## config.mk

```make
export PLATFORM = sky130hd
export DESIGN_NAME = halt_ctrl
export DESIGN_NICKNAME = d
export VERILOG_FILES = /design/src/rtl/halt_pkg.sv /design/src/rtl/halt_ctrl_bp_match.sv /design/src/rtl/halt_ctrl.sv
export SDC_FILE = /design/constraint.sdc
export NUM_CORES = 1
export LEC_CHECK = 0
export ABC_AREA = 1
export CORE_ASPECT_RATIO = 0.9
export CORE_MARGIN = 2
export CORE_UTILIZATION = 30
export DETAILED_ROUTE_END_ITERATION = 12
export GPL_TIMING_DRIVEN = 0
export PLACE_DENSITY = 0.57
export SYNTH_ARGS = -nofsm -noshare
export SYNTH_HDL_FRONTEND = slang
export SYNTH_SLANG_ARGS = --single-unit
```

## constraint.sdc

```tcl
create_clock -name clk -period 3.8 [get_ports clk]
set_clock_uncertainty 0.05 [all_clocks]
set_input_delay 0.76 -clock clk [delete_from_list [all_inputs] [get_ports clk]]
set_output_delay 0.76 -clock clk [all_outputs]
set_load 0.05 [all_outputs]
```

## src/rtl/halt_pkg.sv

```systemverilog
// Shared types for the fm2030 halt controller.
// Cause encoding and FSM state for halt_ctrl and its breakpoint matcher.
package halt_pkg;

  localparam logic [2:0] CAUSE_NONE_C  = 3'd0;
  localparam logic [2:0] CAUSE_END_C   = 3'd1;
  localparam logic [2:0] CAUSE_BREAK_C = 3'd2;
  localparam logic [2:0] CAUSE_WDOG_C  = 3'd3;
  localparam logic [2:0] CAUSE_STEP_C  = 3'd4;

  typedef enum logic [2:0] {
    CAUSE_NONE  = CAUSE_NONE_C,
    CAUSE_END   = CAUSE_END_C,
    CAUSE_BREAK = CAUSE_BREAK_C,
    CAUSE_WDOG  = CAUSE_WDOG_C,
    CAUSE_STEP  = CAUSE_STEP_C
  } halt_cause_t;

  typedef enum logic [1:0] {
    ST_RUN,
    ST_SKIP,
    ST_HALT,
    ST_DONE
  } halt_state_t;

endpackage

```

## src/rtl/halt_ctrl_bp_match.sv

```systemverilog
// Breakpoint register file with lowest-index-wins match encoder.
// Compares against the registered (pre-write) breakpoint values.
module bp_match
  import halt_pkg::*;
#(
  parameter int PC_W     = 8,
  parameter int NUM_BP   = 2,
  parameter int BP_IDX_W = 1
) (
  input  logic                clk,
  input  logic                reset,
  input  logic                bp_we,
  input  logic [BP_IDX_W-1:0] bp_idx,
  input  logic [PC_W-1:0]     bp_addr,
  input  logic                bp_en,
  input  logic [PC_W-1:0]     pc_curr,
  output logic                hit,
  output logic [BP_IDX_W-1:0] idx
);

  logic [NUM_BP-1:0][PC_W-1:0] addr_q;
  logic [NUM_BP-1:0]           en_q;
  logic [NUM_BP-1:0]           match;

  // Out-of-range indices select no channel, so the write drops.
  always_ff @(posedge clk) begin
    if (reset) begin
      addr_q <= '0;
      en_q   <= '0;
    end else if (bp_we) begin
      for (int i = 0; i < NUM_BP; i++) begin
        if (bp_idx == BP_IDX_W'(i)) begin
          addr_q[i] <= bp_addr;
          en_q[i]   <= bp_en;
        end
      end
    end
  end

  always_comb begin
    for (int i = 0; i < NUM_BP; i++) begin
      match[i] = en_q[i] && (addr_q[i] == pc_curr);
    end
  end

  always_comb begin
    hit = |match;
    idx = '0;
    for (int i = NUM_BP - 1; i >= 0; i--) begin
      if (match[i]) idx = BP_IDX_W'(i);
    end
  end

endmodule

```

## src/rtl/halt_ctrl.sv

```systemverilog
// Halt controller: program end, breakpoints, watchdog, single-step.
// Holds the FSM, watchdog counter and retired-instruction counter.
module halt_ctrl
  import halt_pkg::*;
#(
  parameter int PC_W   = 8,
  parameter int NUM_BP = 2,
  parameter int CYC_W  = 16,
  localparam int BP_IDX_W = (NUM_BP > 1) ? $clog2(NUM_BP) : 1
) (
  input  logic                clk,
  input  logic                reset,
  input  logic [PC_W-1:0]     pc_curr,
  input  logic [PC_W-1:0]     pc_end,
  input  logic                pc_valid,
  input  logic                bp_we,
  input  logic [BP_IDX_W-1:0] bp_idx,
  input  logic [PC_W-1:0]     bp_addr,
  input  logic                bp_en,
  input  logic                step_mode,
  input  logic [CYC_W-1:0]    cyc_limit,
  input  logic                resume,
  output logic                halt,
  output logic [2:0]          halt_cause,
  output logic [BP_IDX_W-1:0] halt_bp_idx,
  output logic [CYC_W-1:0]    instr_count
);

  halt_state_t         state_q, state_d;
  halt_cause_t         cause_q, cause_d;
  logic                halt_q, halt_d;
  logic [BP_IDX_W-1:0] idx_q, idx_d;
  logic [CYC_W-1:0]    wdog_q, wdog_d;
  logic [CYC_W-1:0]    cnt_q, cnt_d;
  logic [CYC_W-1:0]    wdog_inc;
  logic                bp_hit;
  logic [BP_IDX_W-1:0] bp_hit_idx;
  logic                end_hit;
  logic                wdog_hit;
  logic                active;

  bp_match #(
    .PC_W     (PC_W),
    .NUM_BP   (NUM_BP),
    .BP_IDX_W (BP_IDX_W)
  ) u_bp (
    .clk     (clk),
    .reset   (reset),
    .bp_we   (bp_we),
    .bp_idx  (bp_idx),
    .bp_addr (bp_addr),
    .bp_en   (bp_en),
    .pc_curr (pc_curr),
    .hit     (bp_hit),
    .idx     (bp_hit_idx)
  );

  assign active   = (state_q == ST_RUN) || (state_q == ST_SKIP);
  assign end_hit  = pc_valid && (pc_curr == pc_end);
  assign wdog_inc = (wdog_q == '1) ? wdog_q : wdog_q + CYC_W'(1);
  // Fires on the edge at which the count reaches the limit.
  assign wdog_hit = (cyc_limit != '0) && (wdog_inc >= cyc_limit);

  always_comb begin
    state_d = state_q;
    cause_d = cause_q;
    halt_d  = halt_q;
    idx_d   = idx_q;
    wdog_d  = wdog_q;
    cnt_d   = cnt_q;
    if (active) begin
      wdog_d = wdog_inc;
      if (pc_valid && (cnt_q != '1)) cnt_d = cnt_q + CYC_W'(1);
    end
    unique case (state_q)
      ST_RUN: begin
        if (end_hit) begin
          state_d = ST_DONE;
          cause_d = CAUSE_END;
          halt_d  = 1'b1;
          idx_d   = '0;
        end else if (pc_valid && bp_hit) begin
          state_d = ST_HALT;
          cause_d = CAUSE_BREAK;
          halt_d  = 1'b1;
          idx_d   = bp_hit_idx;
        end else if (wdog_hit) begin
          state_d = ST_HALT;
          cause_d = CAUSE_WDOG;
          halt_d  = 1'b1;
          idx_d   = '0;
        end
      end
      ST_SKIP: begin
        if (end_hit) begin
          state_d = ST_DONE;
          cause_d = CAUSE_END;
          halt_d  = 1'b1;
        end else if (pc_valid && step_mode) begin
          state_d = ST_HALT;
          cause_d = CAUSE_STEP;
          halt_d  = 1'b1;
        end else if (pc_valid) begin
          state_d = ST_RUN;
        end
      end
      ST_HALT: begin
        if (resume) begin
          state_d = ST_SKIP;
          cause_d = CAUSE_NONE;
          halt_d  = 1'b0;
          idx_d   = '0;
          wdog_d  = '0;
        end
      end
      ST_DONE: begin
      end
      default: begin
        state_d = ST_RUN;
      end
    endcase
  end

  always_ff @(posedge clk) begin
    if (reset) begin
      state_q <= ST_RUN;
      cause_q <= CAUSE_NONE;
      halt_q  <= 1'b0;
      idx_q   <= '0;
      wdog_q  <= '0;
      cnt_q   <= '0;
    end else begin
      state_q <= state_d;
      cause_q <= cause_d;
      halt_q  <= halt_d;
      idx_q   <= idx_d;
      wdog_q  <= wdog_d;
      cnt_q   <= cnt_d;
    end
  end

  assign halt        = halt_q;
  assign halt_cause  = cause_q;
  assign halt_bp_idx = idx_q;
  assign instr_count = cnt_q;

endmodule
```

==> Word level (Yosys, flattened, before mapping) <==
Index checks and enable logic that the tools add are counted.
{ "word_totals": {"ff_bits": 57, "word_cells": 76} }
{ "op_classes": {"n_addsub": 2, "n_lt_le_gt_ge": 1, "n_eq_ne": 11, "muxes": 32, "bitwise_logic": 1, "n_reduce_logical": 19} }
{ "op_table": {"columns": ["op", "n"], "rows": [
  ["16-bit two-way mux", 4],
  ["16-bit by 1-bit adder with 16-bit output, second input constant", 2],
  ["8-bit == test", 3],
  ["3-bit two-way mux", 6],
  ["16-bit == test, second input constant", 1],
  ["16-bit greater-or-equal comparator", 1],
  ["16-bit inequality test, second input constant", 1],
  ["16-bit nonzero test", 1],
  ["2-bit two-way mux", 7],
  ["1-bit two-way mux", 11],
  ["3-bit case mux with 3 select lines", 1],
  ["4-bit by 3-bit inequality test with 1-bit output, second input constant", 2],
  ["4-bit AND reduction", 2],
  ["1-bit logical AND", 7],
  ["2-bit case mux with 3 select lines", 1],
  ["2-bit AND reduction", 3],
  ["3-bit by 2-bit inequality test with 1-bit output, second input constant", 1],
  ["1-bit case mux with 3 select lines", 1],
  ["3-bit AND reduction", 1],
  ["3-bit nonzero test", 1],
  ["2-bit by 1-bit == test with 1-bit output, second input constant", 1],
  ["2-bit == test, second input constant", 1],
  ["2-bit logical NOT", 1],
  ["2-bit inequality test, second input constant", 1],
  ["other kinds (5)", 5]
]} }

==> Logic depth before layout (Yosys ltp) <==
{ "depth": {"word_depth": 8, "depth_mapped": 24} }

==> Modules after synthesis <==
From an unflattened synthesis, not the netlist that was laid out.
{ "unflattened": {"cells_unflattened": 627, "area_unflattened_um2": 3942.5} }
{ "modules_own_cells": {"columns": ["mod", "instances", "cells_per_inst", "area_per_inst_um2"], "rows": [
  ["halt_ctrl", 1, 481, 2975.4],
  ["bp_match", 1, 146, 967.2]
]} }

==> Worst setup path after synthesis <==
No wires, ideal clock.
{ "synth_timing": {"kind": "reg-to-reg", "startpoint": "register wdog_q[0]", "endpoint": "register halt_q, in the netlist halt", "setup_time_ps": 113, "t_arrival_ps": 2477, "t_required_ps": 3637, "slack_ps": 1160, "stages_incl_launch_ff": 24, "n_path_buf": 0, "period_less_slack_ps": 2640, "path_cell_list": "dfxtp_1 > ha_1 > inv_1 > nor2_4 > nand2_4 > nor3_4 > nand3_2 > nand3_2 > xor2_2 > ha_1 > nand2_1 > inv_1 > nand2_1 > nand2_1 > nor2_1 > nand2_1 > nand2_1 > nand2_1 > nand2_1 > nand3_4 > nand3_4 > nand2_1 > nand2_1 > nor2_1"} }
{ "synth_between": {"elab_chain_len": 6, "word_cells_on_any_way": 7} }
{ "synth_lines": {"columns": ["element", "line", "source"], "rows": [
  ["from (decl)", "halt_ctrl.sv:33", "logic [CYC_W-1:0] wdog_q, wdog_d;"],
  ["from (signal assigned)", "halt_ctrl.sv:137", "wdog_q <= wdog_d;"],
  ["16-bit by 1-bit adder with 16-bit output / 16-bit == test (equally long branches)", "halt_ctrl.sv:60", "assign wdog_inc = (wdog_q == '1) ? wdog_q : wdog_q + CYC_W'(1);"],
  ["16-bit two-way mux (*)", "halt_ctrl.sv:60", null],
  ["16-bit greater-or-equal comparator (*)", "halt_ctrl.sv:62", "assign wdog_hit = (cyc_limit != '0) && (wdog_inc >= cyc_limit);"],
  ["1-bit logical AND (*)", "halt_ctrl.sv:62", null],
  ["4-bit by 3-bit inequality test with 1-bit output (no source line) (*)", null, null],
  ["4-bit AND reduction (no source line) (*)", null, null],
  ["to (signal assigned)", "halt_ctrl.sv:135", "halt_q <= halt_d;"],
  ["to (decl)", "halt_ctrl.sv:31", "logic halt_q, halt_d;"]
]} }
Mark *: on every way between the ends. The rest lies on a longest branch, timed or not.
A chain may end at the register's enable or synchronous reset.

==> Worst setup path in the final report <==
{ "layout_timing": {"startpoint": "register wdog_q[0]", "endpoint": "register cause_q[0], in the netlist halt_cause[0]"} }
{ "layout_between": {"elab_chain_len": 6, "word_cells_on_any_way": 7} }
{ "layout_lines": {"columns": ["element", "line", "source"], "rows": [
  ["16-bit by 1-bit adder with 16-bit output / 16-bit == test (equally long branches)", "halt_ctrl.sv:60", null],
  ["16-bit two-way mux (*)", "halt_ctrl.sv:60", null],
  ["16-bit greater-or-equal comparator (*)", "halt_ctrl.sv:62", null],
  ["1-bit logical AND (*)", "halt_ctrl.sv:62", null],
  ["4-bit by 3-bit inequality test with 1-bit output (no source line) (*)", null, null],
  ["4-bit AND reduction (no source line) (*)", null, null],
  ["to (signal assigned)", "halt_ctrl.sv:134", "cause_q <= cause_d;"],
  ["to (decl)", "halt_ctrl.sv:30", "halt_cause_t cause_q, cause_d;"]
]} }
Marked as above.

==> out/results.ini <==
[status]
status = finished, final reports clean

[synth]
synth_enable_flop_cells = 0
synth_mux_area_frac = 0
synth_flop_cell = dfxtp_1
yosysMostFrequentCell = nand2_1
syn_avg_cell_area_um2 = 6.49
synth-adder-area-share = 0.0700
seq_area_frac_synth = 0.290
synthTopCellsByArea = dfxtp_1, nand2_1, inv_1
synthSimpleGateAreaFrac = 0.318
synth_cell_types = 38
synth_nets = 676
synthXorXnorAreaFrac = 0.0525
synth_area_um2 = 3940
yosysTopAreaCellShare = 0.290
async_flop_share = 0
synth_compound_area_frac = 0.143
synthCells = 606
synth-seq-cells = 57
synth_top_family_by_area = simple AND/OR/NAND/NOR gates
ys_top_cells_by_count = nand2_1, inv_1, nor2_1
yosys.area.top_type = dfxtp_1
yosysWarnings = 0

[setup_path]
r2r_start = wdog_q[0]
crit_slowest_cell = dfxtp_1
critPathMaxFanout = 7
r2r_slack_ns = 0.64
crit_buf_inv = 1
critPathRequiredTime_ns = 3.97
cp_slowest_stage_delay_ns = 0.40
critical_path_class = register to register
critPathTopFamily = simple AND/OR/NAND/NOR gates
cp_cell_sequence = ha_1 -> inv_1 -> nor2_4 -> nand2_4 -> nor3_4 -> nand3_2 -> nand2_1 -> nor2_1 -> a21oi_2 -> ha_1 -> nand2_1 -> nand2_1 -> nand2_1 -> nand2_1 -> nor2_1 -> nand2_1 -> nand2_1 -> nand2_1 -> nand2_1 -> nand3_4 -> nand3_4 -> nand2_1 -> nand2_1 -> nor2_1
reg2reg_to = halt_cause[0]
crit_path_end_kind = register
cpMostUsedCell = nand2_1
rr_worst_depth = 24
start_kind = register
cp.arrival_ns = 3.33

[clock_tree]
htreeDepth = 3
cts_resized = 0
hold_buffers = 0
post_cts_buffers = 0
cts_root_buf = clkbuf_16
clk_latency_ns = 0.33
clock_path_buffers = 2
path_clk_slew_ns = 0.05
numCtsBuffers = 9
cts_tree = done
cts.sinks = 57

[global_routing]
grt_max_degree = 11
first_global_vias = 3947
grt_usage = 0.160
overflow = 0
antenna_found_initial = 0
grt_pass1_wl_um = 18300

[sta]
fin_crit_sh = 0.831
whs_ns = 0.414
grt_setup_unrepaired = no
hold_violations = 0
setup_viol = 0
finalMaxSlewViolations = 0
worst_pin_slew_ns = 0.625
fmax_ghz = 0.317
fin_tns_setup_ns = 0
relSlewSlack = 0.580
period_minus_slack_ns = 3.16

[floorplanning]
die_w_um = 125
start_util = 0.309
io_pins = 69
coreArea_um2 = 12700
std_cell_rows = 39
die_area_um2 = 14100
die_height_um = 113

[place]
dp_hpwl_um = 8570
io_buffers = 67
gp_congestion = 0.904

[drt]
ant_nets = 0
viasPerCell = 4.70
avgRoutedWirePerCell_um = 12.8
drc = 0
vias = 4006
wl_um = 10900
drt-initial-drc-count = 141
dr.pass1.iters = 5

[power_and_ir_drop]
switching_share = 0.406
power_switching_uw = 1160
clkPwrFrac = 0.288
irDropWorstVdd_uv = 256
power_frac_comb = 0.423
p_int_uw = 1700
p_per_area_nw_per_um2 = 560
p_leak_uw = 0.00237
seqPwrFrac = 0.289

[final_layout]
final_nets = 754
n_antenna_cell = 0
drive_above_1_share = 0.0813
syn_to_final_growth_pct = 30.1

[job]
max_cap_viol_count = 0

[worst_hold_path]
min_to = u_bp.en_q[1]
min_from = u_bp.en_q[1]
hold_depth = 2
hold_path.class = register to register

[logic make-up after synthesis]
family,after synthesis
and+or+nand+nor,271
adders and majority gates,22
AOI/OAI and AO/OA,107
DFF,57
buffers and inverters,128
xor gates and xnor gates,21
[per-stage QoR]
step,setup slack (ns),total power (uW),instances,area [um^2],utilization
6_report,0.642,2870,853,5120,0.402
5_1_grt,0.300,3110,853,5120,0.402
4_1_cts,0.609,2900,853,5120,0.402
3_5_place_dp,0.628,2050,837,4810,0.378
3_3_place_gp,0.683,2010,837,4810,0.378
2_1_floorplan,1.16,1690,606,3940,-
[layer usage]
layer,wire length [um],global-route usage,up-vias
met2,5260,0.278,89
li1,-,-,2082
met4,83,0.0337,0
met1,4970,0.195,1825
met5,0,0,-
met3,592,0.0505,10
[registers in the layout, summed over array words and instances, names as in the netlist]
name,count
halt_bp_idx,1
instr_count,16
halt_cause,3
wdog_q,16
u_bp.en_q,2
halt,1
state_q,2
u_bp.addr_q,16
[cells in the final DEF (no fill, tap or decap), types with 3 or more instances in the layout]
| cell type | synthesis | routed |
|---|---|---|
| ha_1 | 22 | 22 |
| xnor2_1 | 3 | 3 |
| clkbuf_1 | 7 | 8 |
| nand2_2 | 6 | 6 |
| dfxtp_1 | 57 | 57 |
| inv_2 | 9 | 9 |
| clkdlybuf4s50_1 | 0 | 67 |
| xor2_2 | 3 | 3 |
| nor4_1 | 5 | 5 |
| inv_1 | 106 | 106 |
| nand3_2 | 5 | 5 |
| nor4_2 | 3 | 3 |
| nor3_1 | 11 | 11 |
| o21ai_1 | 14 | 14 |
| nor2_2 | 3 | 3 |
| xor2_1 | 15 | 15 |
| a21oi_1 | 52 | 52 |
| nand4_1 | 13 | 13 |
| nand3_1 | 20 | 20 |
| nor2_1 | 64 | 64 |
| nand2_1 | 132 | 132 |
| o21a_1 | 3 | 3 |
| o21ai_0 | 33 | 33 |
| clkbuf_16 | 0 | 9 |
[area by class of cell]
cell class / count / area [um^2]
repair buffers: 67 / 671
plain buffers: 11 / 56.3
clock inverters: 4 / 51.3
fillers: 1353 / 7620
clock buffers: 12 / 256
inverters: 117 / 439
well taps: 164 / 205
flip-flops and latches: 57 / 1140
multi-input cells: 421 / 2300
[power by group through the flow]
stage / clock network (uW) / registers [uW] / logic (uW)
global placement: 0 / 836 / 1180
detailed placement: 0 / 839 / 1210
finish: 825 / 830 / 1210
global route: 881 / 848 / 1380
floorplan: 0 / 911 / 784
CTS: 848 / 828 / 1220
[worst reg2reg max path: stages, from the launching register on]
cell and delay (ns):
dfxtp_1 0.40, ha_1 0.25, inv_1 0.09, nor2_4 0.18, nand2_4 0.10, nor3_4 0.15
nand3_2 0.17, nand2_1 0.11, nor2_1 0.05, a21oi_2 0.15, ha_1 0.26, nand2_1 0.07
nand2_1 0.05, nand2_1 0.05, nand2_1 0.05, nor2_1 0.11, nand2_1 0.07, nand2_1 0.06
nand2_1 0.04, nand2_1 0.16, nand3_4 0.15, nand3_4 0.12, nand2_1 0.06, nand2_1 0.05
nor2_1 0.04
[worst max path at each step]
stage	startpoint	slack (ns)	end	depth (start not counted)
2_1_floorplan	wdog_q[0]	1.16	halt	23
3_3_place_gp	wdog_q[0]	0.68	halt	23
3_5_place_dp	wdog_q[0]	0.63	halt_cause[0]	23
4_1_cts	wdog_q[0]	0.61	halt_cause[0]	23
5_1_grt	wdog_q[0]	0.30	state_q[0]	23
6_report	wdog_q[0]	0.64	halt_cause[0]	24
No activity file was read; power rests on OpenSTA's default activity.
